## src/rtl/graphics_block_reader_pkg.sv

```systemverilog
// graphics_block_reader_pkg: shared constants, FSM states and pixel record for the 8x8 block reader.
// Sweep order and state encodings match the block plotter so both sides walk blocks identically.
package graphics_block_reader_pkg;
  localparam int COLOUR_W = 3;
  localparam int ADDR_W = 15;
  localparam logic [7:0] FB_W = 8'd160;
  localparam logic [7:0] FB_H = 8'd120;
  localparam int BLOCK_DIM = 8;
  localparam int BLOCK_PIX = 64;
  localparam logic [COLOUR_W-1:0] COLOUR_BLACK = 3'b000;
  localparam logic [COLOUR_W-1:0] COLOUR_WHITE = 3'b111;
  typedef enum logic [1:0] {IDLE, READ, DRAIN, DONE} state_t;
  typedef struct packed {
    logic [7:0]          x;
    logic [7:0]          y;
    logic [COLOUR_W-1:0] colour;
    logic                clipped;
  } pix_t;
  function automatic logic [ADDR_W-1:0] fb_addr(input logic [7:0] x, input logic [6:0] y);
    return {y, x};
  endfunction
  function automatic logic off_screen(input logic [7:0] x, input logic [7:0] y);
    return x >= FB_W || y >= FB_H;
  endfunction
endpackage

```

## src/rtl/graphics_block_reader_if.sv

```systemverilog
// graphics_block_reader_if: control, RAM read port and pixel stream of the block reader.
// master = the reader (drives status, RAM strobe/address, pixel stream); slave = its environment.
interface graphics_block_reader_if;
  import graphics_block_reader_pkg::*;
  logic                start;
  logic [7:0]          x_in;
  logic [7:0]          y_in;
  logic [COLOUR_W-1:0] bg_colour;
  logic                busy;
  logic                done;
  logic                mem_rd_en;
  logic [ADDR_W-1:0]   mem_addr;
  logic [COLOUR_W-1:0] mem_rdata;
  logic                pix_valid;
  logic                pix_ready;
  logic [7:0]          pix_x;
  logic [7:0]          pix_y;
  logic [COLOUR_W-1:0] pix_colour;
  logic                pix_clipped;
  logic [6:0]          fg_count;
  modport master (
    input  start, x_in, y_in, bg_colour, mem_rdata, pix_ready,
    output busy, done, mem_rd_en, mem_addr, pix_valid, pix_x, pix_y, pix_colour, pix_clipped, fg_count
  );
  modport slave (
    output start, x_in, y_in, bg_colour, mem_rdata, pix_ready,
    input  busy, done, mem_rd_en, mem_addr, pix_valid, pix_x, pix_y, pix_colour, pix_clipped, fg_count
  );
endinterface

```

## src/rtl/graphics_block_reader_fifo.sv

```systemverilog
// graphics_block_reader_fifo: 2-entry pixel FIFO between the RAM return path and the pixel stream.
// Ports: clk/rst, push_i+din_i write, pop_i drops head, empty_o/count_o occupancy, head_o feeds pix_*.
module graphics_block_reader_fifo import graphics_block_reader_pkg::*; (
  input  logic       clk,
  input  logic       rst,
  input  logic       push_i,
  input  pix_t       din_i,
  input  logic       pop_i,
  output logic       empty_o,
  output logic [1:0] count_o,
  output pix_t       head_o
);
  pix_t       mem_q [2];
  logic       wr_q, rd_q;
  logic [1:0] count_q;
  logic       do_push, do_pop;
  assign do_pop  = pop_i && count_q != 2'd0;
  assign do_push = push_i && (count_q != 2'd2 || do_pop);
  assign empty_o = count_q == 2'd0;
  assign count_o = count_q;
  assign head_o  = mem_q[rd_q];
  always_ff @(posedge clk) begin
    if (rst) begin
      wr_q    <= 1'b0;
      rd_q    <= 1'b0;
      count_q <= 2'd0;
    end else begin
      wr_q    <= wr_q ^ do_push;
      rd_q    <= rd_q ^ do_pop;
      count_q <= count_q + 2'(do_push) - 2'(do_pop);
    end
    if (do_push) mem_q[wr_q] <= din_i;
  end
endmodule

```

## src/rtl/graphics_block_reader.sv

```systemverilog
// graphics_block_reader: sweeps an 8x8 block through the framebuffer RAM and streams (x,y,colour),
// counting unclipped pixels that differ from the background key.
// Ports: clk/rst plain; bus_io (master) carries start/base/bg, busy/done, RAM read port, pixel stream, fg_count.
module graphics_block_reader import graphics_block_reader_pkg::*; (
  input logic                      clk,
  input logic                      rst,
  graphics_block_reader_if.master  bus_io
);
  state_t              state_q, state_d;
  logic [5:0]          c_q;
  logic [7:0]          xb_q, yb_q, cx, cy;
  logic [COLOUR_W-1:0] bg_q;
  logic [ADDR_W-1:0]   addr_q;
  logic [6:0]          fg_q;
  logic                fly_v_q, fly_clip_q;
  logic [7:0]          fly_x_q, fly_y_q;
  pix_t                head, din;
  logic [1:0]          cnt;
  logic                empty, clip, issue, pop, accept;
  assign accept = state_q == IDLE && bus_io.start;
  assign cx     = xb_q + {5'd0, c_q[5:3]};
  assign cy     = yb_q + {5'd0, c_q[2:0]};
  assign clip   = off_screen(cx, cy);
  assign pop    = !empty && bus_io.pix_ready;
  // Occupancy after this cycle's pop, counting the slot already in flight, stays below 2 so the
  // pixel issued now always finds room when it lands in the FIFO two edges later.
  assign issue  = state_q == READ && (3'(cnt) + 3'(fly_v_q) - 3'(pop)) < 3'd2;
  // Clipped pixels ride the in-flight slot too, so order is kept without a RAM read.
  assign din    = '{x: fly_x_q, y: fly_y_q, colour: fly_clip_q ? '0 : bus_io.mem_rdata, clipped: fly_clip_q};
  always_comb begin
    state_d = state_q;
    case (state_q)
      IDLE:    state_d = bus_io.start ? READ : IDLE;
      READ:    state_d = issue && c_q == 6'(BLOCK_PIX - 1) ? DRAIN : READ;
      // Leave as the last pixel is being accepted so done follows the final handshake directly.
      DRAIN:   state_d = !fly_v_q && cnt == {1'b0, pop} ? DONE : DRAIN;
      default: state_d = IDLE;
    endcase
  end
  always_ff @(posedge clk) begin
    if (rst) begin
      state_q <= IDLE;
      c_q     <= '0;
      addr_q  <= '0;
      fly_v_q <= 1'b0;
      fg_q    <= '0;
    end else begin
      state_q <= state_d;
      fly_v_q <= issue;
      if (bus_io.mem_rd_en) addr_q <= bus_io.mem_addr;
      if (accept) begin
        c_q  <= '0;
        fg_q <= '0;
      end else begin
        if (issue) c_q <= c_q + 6'd1;
        if (pop && !head.clipped && head.colour != bg_q) fg_q <= fg_q + 7'd1;
      end
    end
  end
  always_ff @(posedge clk) begin
    if (accept) begin
      xb_q <= bus_io.x_in;
      yb_q <= bus_io.y_in;
      bg_q <= bus_io.bg_colour;
    end
    fly_x_q    <= cx;
    fly_y_q    <= cy;
    fly_clip_q <= clip;
  end
  graphics_block_reader_fifo u_fifo (
    .clk     (clk),
    .rst     (rst),
    .push_i  (fly_v_q),
    .din_i   (din),
    .pop_i   (pop),
    .empty_o (empty),
    .count_o (cnt),
    .head_o  (head)
  );
  assign bus_io.busy        = state_q == READ || state_q == DRAIN;
  assign bus_io.done        = state_q == DONE;
  assign bus_io.mem_rd_en   = issue && !clip;
  assign bus_io.mem_addr    = bus_io.mem_rd_en ? fb_addr(cx, cy[6:0]) : addr_q;
  assign bus_io.pix_valid   = !empty;
  assign bus_io.pix_x       = head.x;
  assign bus_io.pix_y       = head.y;
  assign bus_io.pix_colour  = head.colour;
  assign bus_io.pix_clipped = head.clipped;
  assign bus_io.fg_count    = fg_q;
endmodule
```

## src/flat_wrapper.sv

```systemverilog
// flat-port wrapper written by rule: the top's interface ports become plain ports
module graphics_block_reader_flat import graphics_block_reader_pkg::*;
  (clk, rst, bus_io_start, bus_io_x_in, bus_io_y_in, bus_io_bg_colour, bus_io_mem_rdata, bus_io_pix_ready, bus_io_busy, bus_io_done, bus_io_mem_rd_en, bus_io_mem_addr, bus_io_pix_valid, bus_io_pix_x, bus_io_pix_y, bus_io_pix_colour, bus_io_pix_clipped, bus_io_fg_count);
  graphics_block_reader_if bus_io_i ();
  input logic clk;
  input logic rst;
  input wire logic [$bits(bus_io_i.start)-1:0] bus_io_start;
  input wire logic [$bits(bus_io_i.x_in)-1:0] bus_io_x_in;
  input wire logic [$bits(bus_io_i.y_in)-1:0] bus_io_y_in;
  input wire logic [$bits(bus_io_i.bg_colour)-1:0] bus_io_bg_colour;
  input wire logic [$bits(bus_io_i.mem_rdata)-1:0] bus_io_mem_rdata;
  input wire logic [$bits(bus_io_i.pix_ready)-1:0] bus_io_pix_ready;
  output wire logic [$bits(bus_io_i.busy)-1:0] bus_io_busy;
  output wire logic [$bits(bus_io_i.done)-1:0] bus_io_done;
  output wire logic [$bits(bus_io_i.mem_rd_en)-1:0] bus_io_mem_rd_en;
  output wire logic [$bits(bus_io_i.mem_addr)-1:0] bus_io_mem_addr;
  output wire logic [$bits(bus_io_i.pix_valid)-1:0] bus_io_pix_valid;
  output wire logic [$bits(bus_io_i.pix_x)-1:0] bus_io_pix_x;
  output wire logic [$bits(bus_io_i.pix_y)-1:0] bus_io_pix_y;
  output wire logic [$bits(bus_io_i.pix_colour)-1:0] bus_io_pix_colour;
  output wire logic [$bits(bus_io_i.pix_clipped)-1:0] bus_io_pix_clipped;
  output wire logic [$bits(bus_io_i.fg_count)-1:0] bus_io_fg_count;
  assign bus_io_i.start = bus_io_start;
  assign bus_io_i.x_in = bus_io_x_in;
  assign bus_io_i.y_in = bus_io_y_in;
  assign bus_io_i.bg_colour = bus_io_bg_colour;
  assign bus_io_i.mem_rdata = bus_io_mem_rdata;
  assign bus_io_i.pix_ready = bus_io_pix_ready;
  assign bus_io_busy = bus_io_i.busy;
  assign bus_io_done = bus_io_i.done;
  assign bus_io_mem_rd_en = bus_io_i.mem_rd_en;
  assign bus_io_mem_addr = bus_io_i.mem_addr;
  assign bus_io_pix_valid = bus_io_i.pix_valid;
  assign bus_io_pix_x = bus_io_i.pix_x;
  assign bus_io_pix_y = bus_io_i.pix_y;
  assign bus_io_pix_colour = bus_io_i.pix_colour;
  assign bus_io_pix_clipped = bus_io_i.pix_clipped;
  assign bus_io_fg_count = bus_io_i.fg_count;
  graphics_block_reader u_core (.clk(clk), .rst(rst), .bus_io(bus_io_i));
endmodule
```

## config.mk

```make
export PLATFORM = sky130hd
export DESIGN_NAME = graphics_block_reader_flat
export DESIGN_NICKNAME = d
export VERILOG_FILES = /design/src/rtl/graphics_block_reader_pkg.sv /design/src/rtl/graphics_block_reader_if.sv /design/src/rtl/graphics_block_reader_fifo.sv /design/src/rtl/graphics_block_reader.sv /design/src/flat_wrapper.sv
export SDC_FILE = /design/constraint.sdc
export NUM_CORES = 1
export LEC_CHECK = 0
export CORE_UTILIZATION = 50
export DETAILED_ROUTE_END_ITERATION = 10
export PLACE_DENSITY = 0.77
export SETUP_SLACK_MARGIN = 0.4
export SLEW_MARGIN = 10
export SYNTH_ARGS = -nofsm -noshare
export SYNTH_HDL_FRONTEND = slang
export SYNTH_SLANG_ARGS = --single-unit
```

## constraint.sdc

```tcl
create_clock -name clk -period 4.9 [get_ports clk]
set_input_delay 0.735 -clock clk [delete_from_list [all_inputs] [get_ports clk]]
set_output_delay 0.735 -clock clk [all_outputs]
set_load 0.005 [all_outputs]
```

==> run summary, run 1 <==
The die footprint is 0.00929 sq mm. The area growth from synthesis to layout is 24.5%. The insertion delay to the later sink of the worst-skew pair is 380 ps, and the transition time at the pin with the least slew margin is 994 ps. The routed wire length is 8230 um. The post-synthesis register bit count came out at 111. Global-route usage over all layers: 19.0%. The routed layout has 2876 vias. In this run the worst setup path begins at bus_io_pix_ready. The peak ir drop on the vdd network was 0.000213 V; the routability congestion estimate was 0.831. In this run the worst path has a maximum fanout of 16. Sequential cells were found to cover 63.2% of the synthesized design area. Number of violations reported at the end of detailed-routing iteration 0: 177. The run gives 24 as the maximum number of pins on one net before global-route repair.

For the worst relative slew slack, the log shows 33.6%. Sequential share of power: 49.3%. Among all flip-flop cells after synthesis, the most frequent one is sky130_fd_sc_hd__edfxtp_1. The final critical path takes up 88.6% of the cycle. Net total in the final layout: 470. Setup violations remaining at the end of the flow were counted as 0. The type of the worst setup path is input port to output pin.

The logs give 4 for the length of the first detailed-routing pass in iterations and 0 for the post-route DRC violation count. The worst hold path passes through 0 cells. The final count of pins violating max slew is 0.

In this run the tool buffered the top-level ports with 71 buffer cells. The post-synthesis cell type count came out at 41. For the highest attainable clock frequency, the log shows 230 MHz. For this run the aggregate overflow at the end of global routing stands at 0. For the final database, setup skew stands at 13.0 ps. Class of the most critical hold timing path: flip-flop to flip-flop.

CTS saw 111 sinks. The fraction of power spent switching nets was 25.7%; the die width was 96.4 um. The internal power contribution is 0.00170 W, and the placement row count is 34. The number of hold violations in the final report was 0; the routed via count divided by cell count was 5.36. For the cell leakage power, the log shows 1.99 nW. Setup repair after global routing left no endpoint under its margin. The clock passes through at most 2 buffers. The clock network burns 29.0% of the power.

Data on the critical path arrives at its endpoint at 3610 ps. The tool flagged a number of max-cap violations equal to 0. The clock transition at the registers of the reported paths is 110 ps. Detailed placement ended at an HPWL of 5860 um. The average footprint of a synthesized cell is 12.8 sq um.

Once layout is done, the placed cells without fillers occupy 0.00554 sq mm. The tools report the CTS root buffer as sky130_fd_sc_hd__clkbuf_8. Buffers inserted during clock tree synthesis total 9. The nature of the critical path endpoint is an output pin. The number of global-route vias before repair is 2701. After synthesis the cells add up to 0.00445 sq mm.

For the remaining antenna violation count after routing, the log shows 0. In the final routed layout, each cell accounts on average for 15.3 um. The total area inside the core boundary comes to 0.00868 sq mm. The total cell area at the placement stage is 0.00528 sq mm, and the number of setup buffers added after CTS is 0. For flop-to-flop paths, the worst setup slack is 1490 ps.

The analysis attributes to net switching a power of 0.000589 W. The critical path ends at bus_io_mem_addr[13]. The tools report the worst reg2reg path startpoint as u_core.u_fifo.count_o[1].

The first-pass GRT wire length was 13000 um. Measured along the y axis, the die boundary spans 96.4 um. The combinational fraction of design power is 21.7%.

After layout, the minimum clock period comes to 4340 ps. When the netlist entered floorplanning its net count stood at 395. The count of flip-flops with a built-in enable after synthesis came out at 59. STA classifies the critical path startpoint as an input port.

Pin placement for this block handled 72 I/O pins. Synthesis produced a netlist whose cell count is 349. Critical register-to-register path endpoint: u_core.state_q[0].

For this design the ratio of total power to cell area is 414 mW/mm^2. The Yosys warning count came out at 0. The run finished with clean final reports.

For this run, asynchronously set or reset flops after synthesis account for 0%. The diode insertion count for antenna repair came out at 0. Adding up every negative setup slack in the final design gives 0 ps. TritonCTS built the clock tree. The number of levels in the clock H-tree was 3. Number of cells on the worst reg-to-reg path: 13. The starting density of the core came out at 51.3%. The required time of the worst setup path is 4160 ps, and the fraction of final layout cells with drive strength greater than 1 is 11.4%. The number of antenna violations at the first check in global routing was 0.
[cells in the mapped netlist (7+ instances only)]
cell type	number	area, sq um
sky130_fd_sc_hd__edfxtp_1	59	1770
sky130_fd_sc_hd__dfxtp_1	52	1040
sky130_fd_sc_hd__nor2_1	28	105
sky130_fd_sc_hd__a21oi_1	23	115
sky130_fd_sc_hd__nor3_1	22	110
sky130_fd_sc_hd__mux2_2	21	236
sky130_fd_sc_hd__nand2_1	18	67.6
sky130_fd_sc_hd__ha_1	17	213
sky130_fd_sc_hd__xor2_1	14	123
sky130_fd_sc_hd__xnor2_1	13	114
sky130_fd_sc_hd__nand3_1	11	55.1
sky130_fd_sc_hd__clkbuf_1	8	30.0
sky130_fd_sc_hd__inv_1	8	30.0
sky130_fd_sc_hd__o21ai_0	8	40.0
sky130_fd_sc_hd__nand4_1	7	43.8
[state kept, by name (all words and copies together), names as in the netlist]
| name | count |
|---|---|
| u_core.u_fifo.count_o | 2 |
| u_core.xb_q | 8 |
| u_core.c_q | 6 |
| u_core.fly_clip_q | 1 |
| u_core.fly_y_q | 8 |
| u_core.addr_q | 15 |
| u_core.u_fifo.rd_q | 1 |
| u_core.u_fifo.wr_q | 1 |
| u_core.state_q | 2 |
| u_core.fly_x_q | 8 |
| u_core.u_fifo.mem_q | 40 |
| u_core.fly_v_q | 1 |
| u_core.bg_q | 3 |
| u_core.yb_q | 8 |
| u_core.bus_io.fg_count | 7 |
[logic make-up after synthesis]
logic type / Yosys count / share of synthesized area [%]
AO/OA/AOI/OAI: 44 / 6.29
multiplexers: 23 / 5.87
adder cells (fa/ha/maj): 20 / 6.13
AND/OR/NAND/NOR: 106 / 11.5
flip-flops: 111 / 63.2
buffers and inverters: 18 / 1.71
XOR/XNOR: 27 / 5.31
[critical path: stages]
cell and delay, ps:
sky130_fd_sc_hd__clkdlybuf4s50_1 510, sky130_fd_sc_hd__nand2_1 130, sky130_fd_sc_hd__inv_1 110, sky130_fd_sc_hd__ha_1 220, sky130_fd_sc_hd__nand2b_1 150, sky130_fd_sc_hd__fa_1 380
sky130_fd_sc_hd__xnor2_1 210, sky130_fd_sc_hd__and3_4 340, sky130_fd_sc_hd__a21oi_1 110, sky130_fd_sc_hd__nor2_1 180, sky130_fd_sc_hd__clkdlybuf4s50_1 530
[layout make-up]
| cell class | count | area [sq um] |
|---|---|---|
| Timing Repair Buffer | 74 | 733 |
| Fill cell | 722 | 3140 |
| Tap cell | 108 | 135 |
| Inverter | 8 | 30.0 |
| Sequential cell | 111 | 2810 |
| Multi-Input combinational cell | 220 | 1580 |
| Clock buffer | 9 | 124 |
| Clock inverter | 7 | 129 |
[metrics by stage]
stage | util (%) | std cells | hold slack, ps | total power, W | setup slack [ps]
floorplan | - | 349 | 404 | 0.00140 | 1280
global placement | 60.8 | 521 | 407 | 0.00163 | 317
detailed placement | 60.8 | 521 | 417 | 0.00165 | 256
CTS | 63.7 | 537 | 435 | 0.00230 | 444
global route | 63.9 | 537 | 453 | 0.00240 | 404
finish | 63.9 | 537 | 438 | 0.00229 | 558
[power groups by stage]
stage          Combinational (W)  Clock (W)  Sequential, W
2_1_floorplan           0.000283          0        0.00112
3_3_place_gp            0.000487          0        0.00115
3_5_place_dp            0.000493          0        0.00115
4_1_cts                 0.000497   0.000675        0.00113
5_1_grt                 0.000545   0.000710        0.00114
6_report                0.000496   0.000665        0.00113
[what timing repair did]
item,in CTS,in global routing
setup endpoints to repair,15,10
hold buffers,0,0
resized for setup,1,3
[per-layer routing]
metal	vias to the layer above	wire length [um]	global-route usage (%)
met5	-	0	0
met4	0	121	7.84
met3	10	427	4.30
met2	69	3970	30.8
met1	1384	3710	24.8
li1	1413	-	-
[cell usage in the layout, fill, tap and decap left out, drive strengths merged, types with 2 or more instances in the layout]
cell	count
clkbuf	9
nand4	7
a21oi	23
fa	3
buf	3
o21ai	8
nand2	18
nand3	11
xnor2	13
dfxtp	52
nor2	28
bufinv	3
xor2	14
ha	17
or2	4
mux2	22
or3	2
a21o	3
nand3b	2
clkdlybuf4s50	71
inv	10
nor2b	6
edfxtp	59
nor3	22
[how the worst min path moves through the flow]
stage,end,start
after global placement,u_core.u_fifo.mem_q[0][17],u_core.fly_x_q[5]
after global routing,u_core.u_fifo.mem_q[0][6],u_core.fly_y_q[2]
final,u_core.u_fifo.mem_q[0][12],u_core.fly_x_q[0]
after CTS,u_core.u_fifo.mem_q[0][12],u_core.fly_x_q[0]
after detailed placement,u_core.u_fifo.mem_q[1][10],u_core.fly_y_q[6]
after floorplan,u_core.u_fifo.mem_q[0][10],u_core.fly_y_q[6]
(Power assumes the default switching activity.)
==> run 2: changes to the inputs <==
- CORE_UTILIZATION: 50 -> 57
- PLACE_DENSITY: 0.77 -> 0.86
- SLEW_MARGIN: 10 -> not set
==> run 2 against run 1 <==
Against the previous run: combinational power rose by 3%; non-clock buffer count did not move; sequential share of layout area rose by 0.24 points; sequential cell count did not move; maximum frequency fell by 0.41%; worst hold slack got worse by 11 ps; critical path type unchanged; critical endpoint unchanged; largest cell class unchanged.
==> run summary, run 2 (synthesized netlist as in run 1, its figures left out) <==
The top cell types in the final layout, fill and taps aside, are sky130_fd_sc_hd__clkdlybuf4s50_1 (71), sky130_fd_sc_hd__edfxtp_1 (59), sky130_fd_sc_hd__dfxtp_1 (52), sky130_fd_sc_hd__nor2_1 (28). The number of instances on the worst hold path was 0 (unchanged); the maximum buffer depth of the clock tree was 2 (unchanged). The required time of the worst setup path was 4160 ps (about the same); the routed via count divided by cell count was 5.49 (+2.5%).

Sequential share of power: 50.4% (+1.1 points). Fraction of power spent switching nets: 25.6% (-0.095 points). The stage delay of the slowest cell on the critical path is 520 ps (about the same).

Cell leakage power: 1.99 nW (-0.20%). The register with the most flip-flops in the final layout is u_core.u_fifo.mem_q. TritonCTS built the clock tree. Endpoint with the worst hold slack: u_core.u_fifo.mem_q[1][14]. The net total in the final layout is 470 (unchanged). The tools report the routability congestion estimate as 0.886 (+6.6%). The final count of pins violating max slew was 0 (unchanged); the clock period minus worst slack was 4360 ps (+18.1 ps). The cell area power density is 408 mW/mm^2 (-1.4%). The combinational fraction of design power is 22.6% (+0.9 points), and the aggregate negative setup slack is 0 ps (unchanged).

Grouping stages by cell kind, the critical path spends the most delay in buffers and inverters. The fraction of final layout cells with drive strength greater than 1 is 11.0% (-0.47 points), and the total cell area at the placement stage is 0.00526 sq mm (-0.21%). The worst path arrival time was 3630 ps (+20 ps); the number of sinks handled by clock tree synthesis was 111 (unchanged). The largest registers in the layout are u_core.u_fifo.mem_q (40), u_core.addr_q (15). The critical register-to-register path endpoint was u_core.state_q[0]. For the maximum number of pins on one net before global-route repair, the log shows 24 (unchanged). The final period utilization was 89.0% (+0.37 points). The core box area was 0.00741 sq mm (-15%); the number of vias after detailed routing was 2898 (+0.76%). The number of cells on the worst reg-to-reg path is 13 (unchanged). Number of clock buffers inserted by TritonCTS: 9 (unchanged). The number of global-route vias before repair came out at 2812 (+4.1%).

The type of the worst setup path is input port to output pin. The tools report the starting density of the core as 60.1% (+8.8 points). The run finished with clean final reports. For the insertion delay to the later sink of the worst-skew pair, the log shows 360 ps (-20 ps). The worst hold margin was 426 ps (-11.2 ps). The tools report the first-pass GRT wire length as 13600 um (+4.9%). On the critical path, the stage with the largest delay is an instance of sky130_fd_sc_hd__clkdlybuf4s50_1.

The post-route DRC violation count was 0 (unchanged). The logs give 0.00817 sq mm (-12%) for the die footprint and 229 MHz (-0.41%) for the highest attainable clock frequency. The largest fanout on the critical path came out at 20 (+4). Compared with the post-synthesis result, the final layout area differs by 23.9%. Number of buffers inserted by hold repair at cts: 0 (unchanged). In this run the critical register-to-register path is launched from u_core.u_fifo.count_o[1].

The total congestion overflow after global routing was 0 (unchanged); the setup slack on the worst flop-to-flop path was 1600 ps (+110 ps). The final HPWL from detailed placement came out at 5740 um (-2.2%). Wire length per cell after detailed routing: 15.4 um (+0.36%). The number of port buffers was 71 (unchanged); the instance count after placement with tap cells included was 512 (-1.7%).

The max-cap check violation count was 0 (unchanged). The net switching power figure is 0.000576 W (-2.3%). For the diode insertion count for antenna repair, the log shows 0 (unchanged).

The transition time at the pin with the least slew margin works out to 977 ps (-17.6 ps). Setup repair after global routing left no endpoint under its margin. Global-route usage over all layers: 21.5% (+2.5 points).

The run gives 0 (unchanged) as the number of antenna violations at the first check in global routing. The worst setup path is launched from an input port. The cell that appears most often on the critical path is sky130_fd_sc_hd__clkdlybuf4s50_1.

The critical path buffer and inverter count works out to 4 (+1). The root buffer cell chosen for the clock tree is sky130_fd_sc_hd__clkbuf_8. The startpoint identified for the worst hold timing path is u_core.fly_x_q[2]. Die width: 90.4 um (-6.2%). The tools report the worst relative slew slack as 34.8% (+1.2 points). The routed wire length was 8120 um (-1.3%).

Post-layout instance count excluding filler cells: 528 (-1.7%). The internal power contribution was 0.00167 W (-1.8%). Class of the most critical hold timing path: flip-flop to flip-flop. The final instance area was 0.00552 sq mm (-0.47%); the number of violations reported at the end of detailed-routing iteration 0 was 155 (-12%). The run gives 31 (-8.8%) as the placement row count. The length of the first detailed-routing pass in iterations is 4 (unchanged), and the flip-flop count of the largest register after layout is 40 (unchanged). Leaving out fill and tap cells, the most frequent cell in the layout is sky130_fd_sc_hd__clkdlybuf4s50_1. The run gives 0 (unchanged) as the setup-violating endpoint count in the final report.

Traced cell by cell, the critical path runs through clkdlybuf4s50_1, nand2_1, inv_1, ha_1, nand2b_1, fa_1, xnor2_2, and3_1, buf_12, a21oi_1, nor2_1, clkdlybuf4s50_1. The maximum clock skew at final layout is 10.7 ps (-2.33 ps). Part of the power in the clock network: 27.0% (-2.0 points). The remaining antenna violation count after routing came out at 0 (unchanged). The number of hold violations in the final report is 0 (unchanged), and the peak ir drop on the vdd network is 0.000190 V (-11%). Clock transition at the registers of the reported paths: 100 ps (about the same).

The run gives 0.00225 W (-1.9%) as the total power after layout. The die extent in y came out at 90.4 um (-6.2%). Nature of the critical path endpoint: an output pin.

The number of levels in the clock H-tree was 3 (unchanged). The run gives 72 (unchanged) as the total I/O pin count.
[run 2: how the worst max path moves through the flow]
stage	from	depth (start not counted)	endpoint
5_1_grt	bus_io_pix_ready	12	bus_io_mem_addr[1]
3_3_place_gp	bus_io_pix_ready	12	bus_io_mem_addr[13]
6_report	bus_io_pix_ready	12	bus_io_mem_addr[13]
3_5_place_dp	bus_io_pix_ready	12	bus_io_mem_addr[13]
2_1_floorplan	bus_io_pix_ready	11	bus_io_mem_addr[2]
4_1_cts	bus_io_pix_ready	12	bus_io_mem_addr[10]
[run 2: metrics by stage]
stage | utilization (%) | setup WS (ps)
after floorplan | - | 1280
after global placement | 71.1 | 599
after detailed placement | 71.1 | 523
after CTS | 74.1 | 503
after global routing | 74.5 | 366
final | 74.5 | 540
[run 2: area by class of cell]
type	instances	area, sq um
Sequential cell	111	2810
Multi-Input combinational cell	220	1580
Fill cell	511	1890
Tap cell	99	124
Clock buffer	11	141
Timing Repair Buffer	74	746
Clock inverter	5	87.6
Inverter	8	30.0
[run 2: timing repair]
action	CTS	global route
gates resized for setup	0	5
endpoints found under the hold margin	0	0
endpoints found under the setup margin	0	15
buffers inserted	0	0
[run 2: power groups by stage]
stage	clock network, W	logic [W]	registers [W]
4_1_cts	0.000616	0.000497	0.00113
3_3_place_gp	0	0.000483	0.00115
5_1_grt	0.000653	0.000554	0.00114
6_report	0.000607	0.000509	0.00113
3_5_place_dp	0	0.000492	0.00115
2_1_floorplan	0	0.000283	0.00112
[run 2: routing by layer]
| metal | part of all wire [%] | vias up | global-route usage [%] |
|---|---|---|---|
| met3 | 3.4 | 11 | 3.11 |
| met4 | 1.4 | 0 | 7.80 |
| li1 | - | 1410 | - |
| met5 | 0 | - | 0 |
| met1 | 44 | 1402 | 28.2 |
| met2 | 51 | 75 | 36.4 |
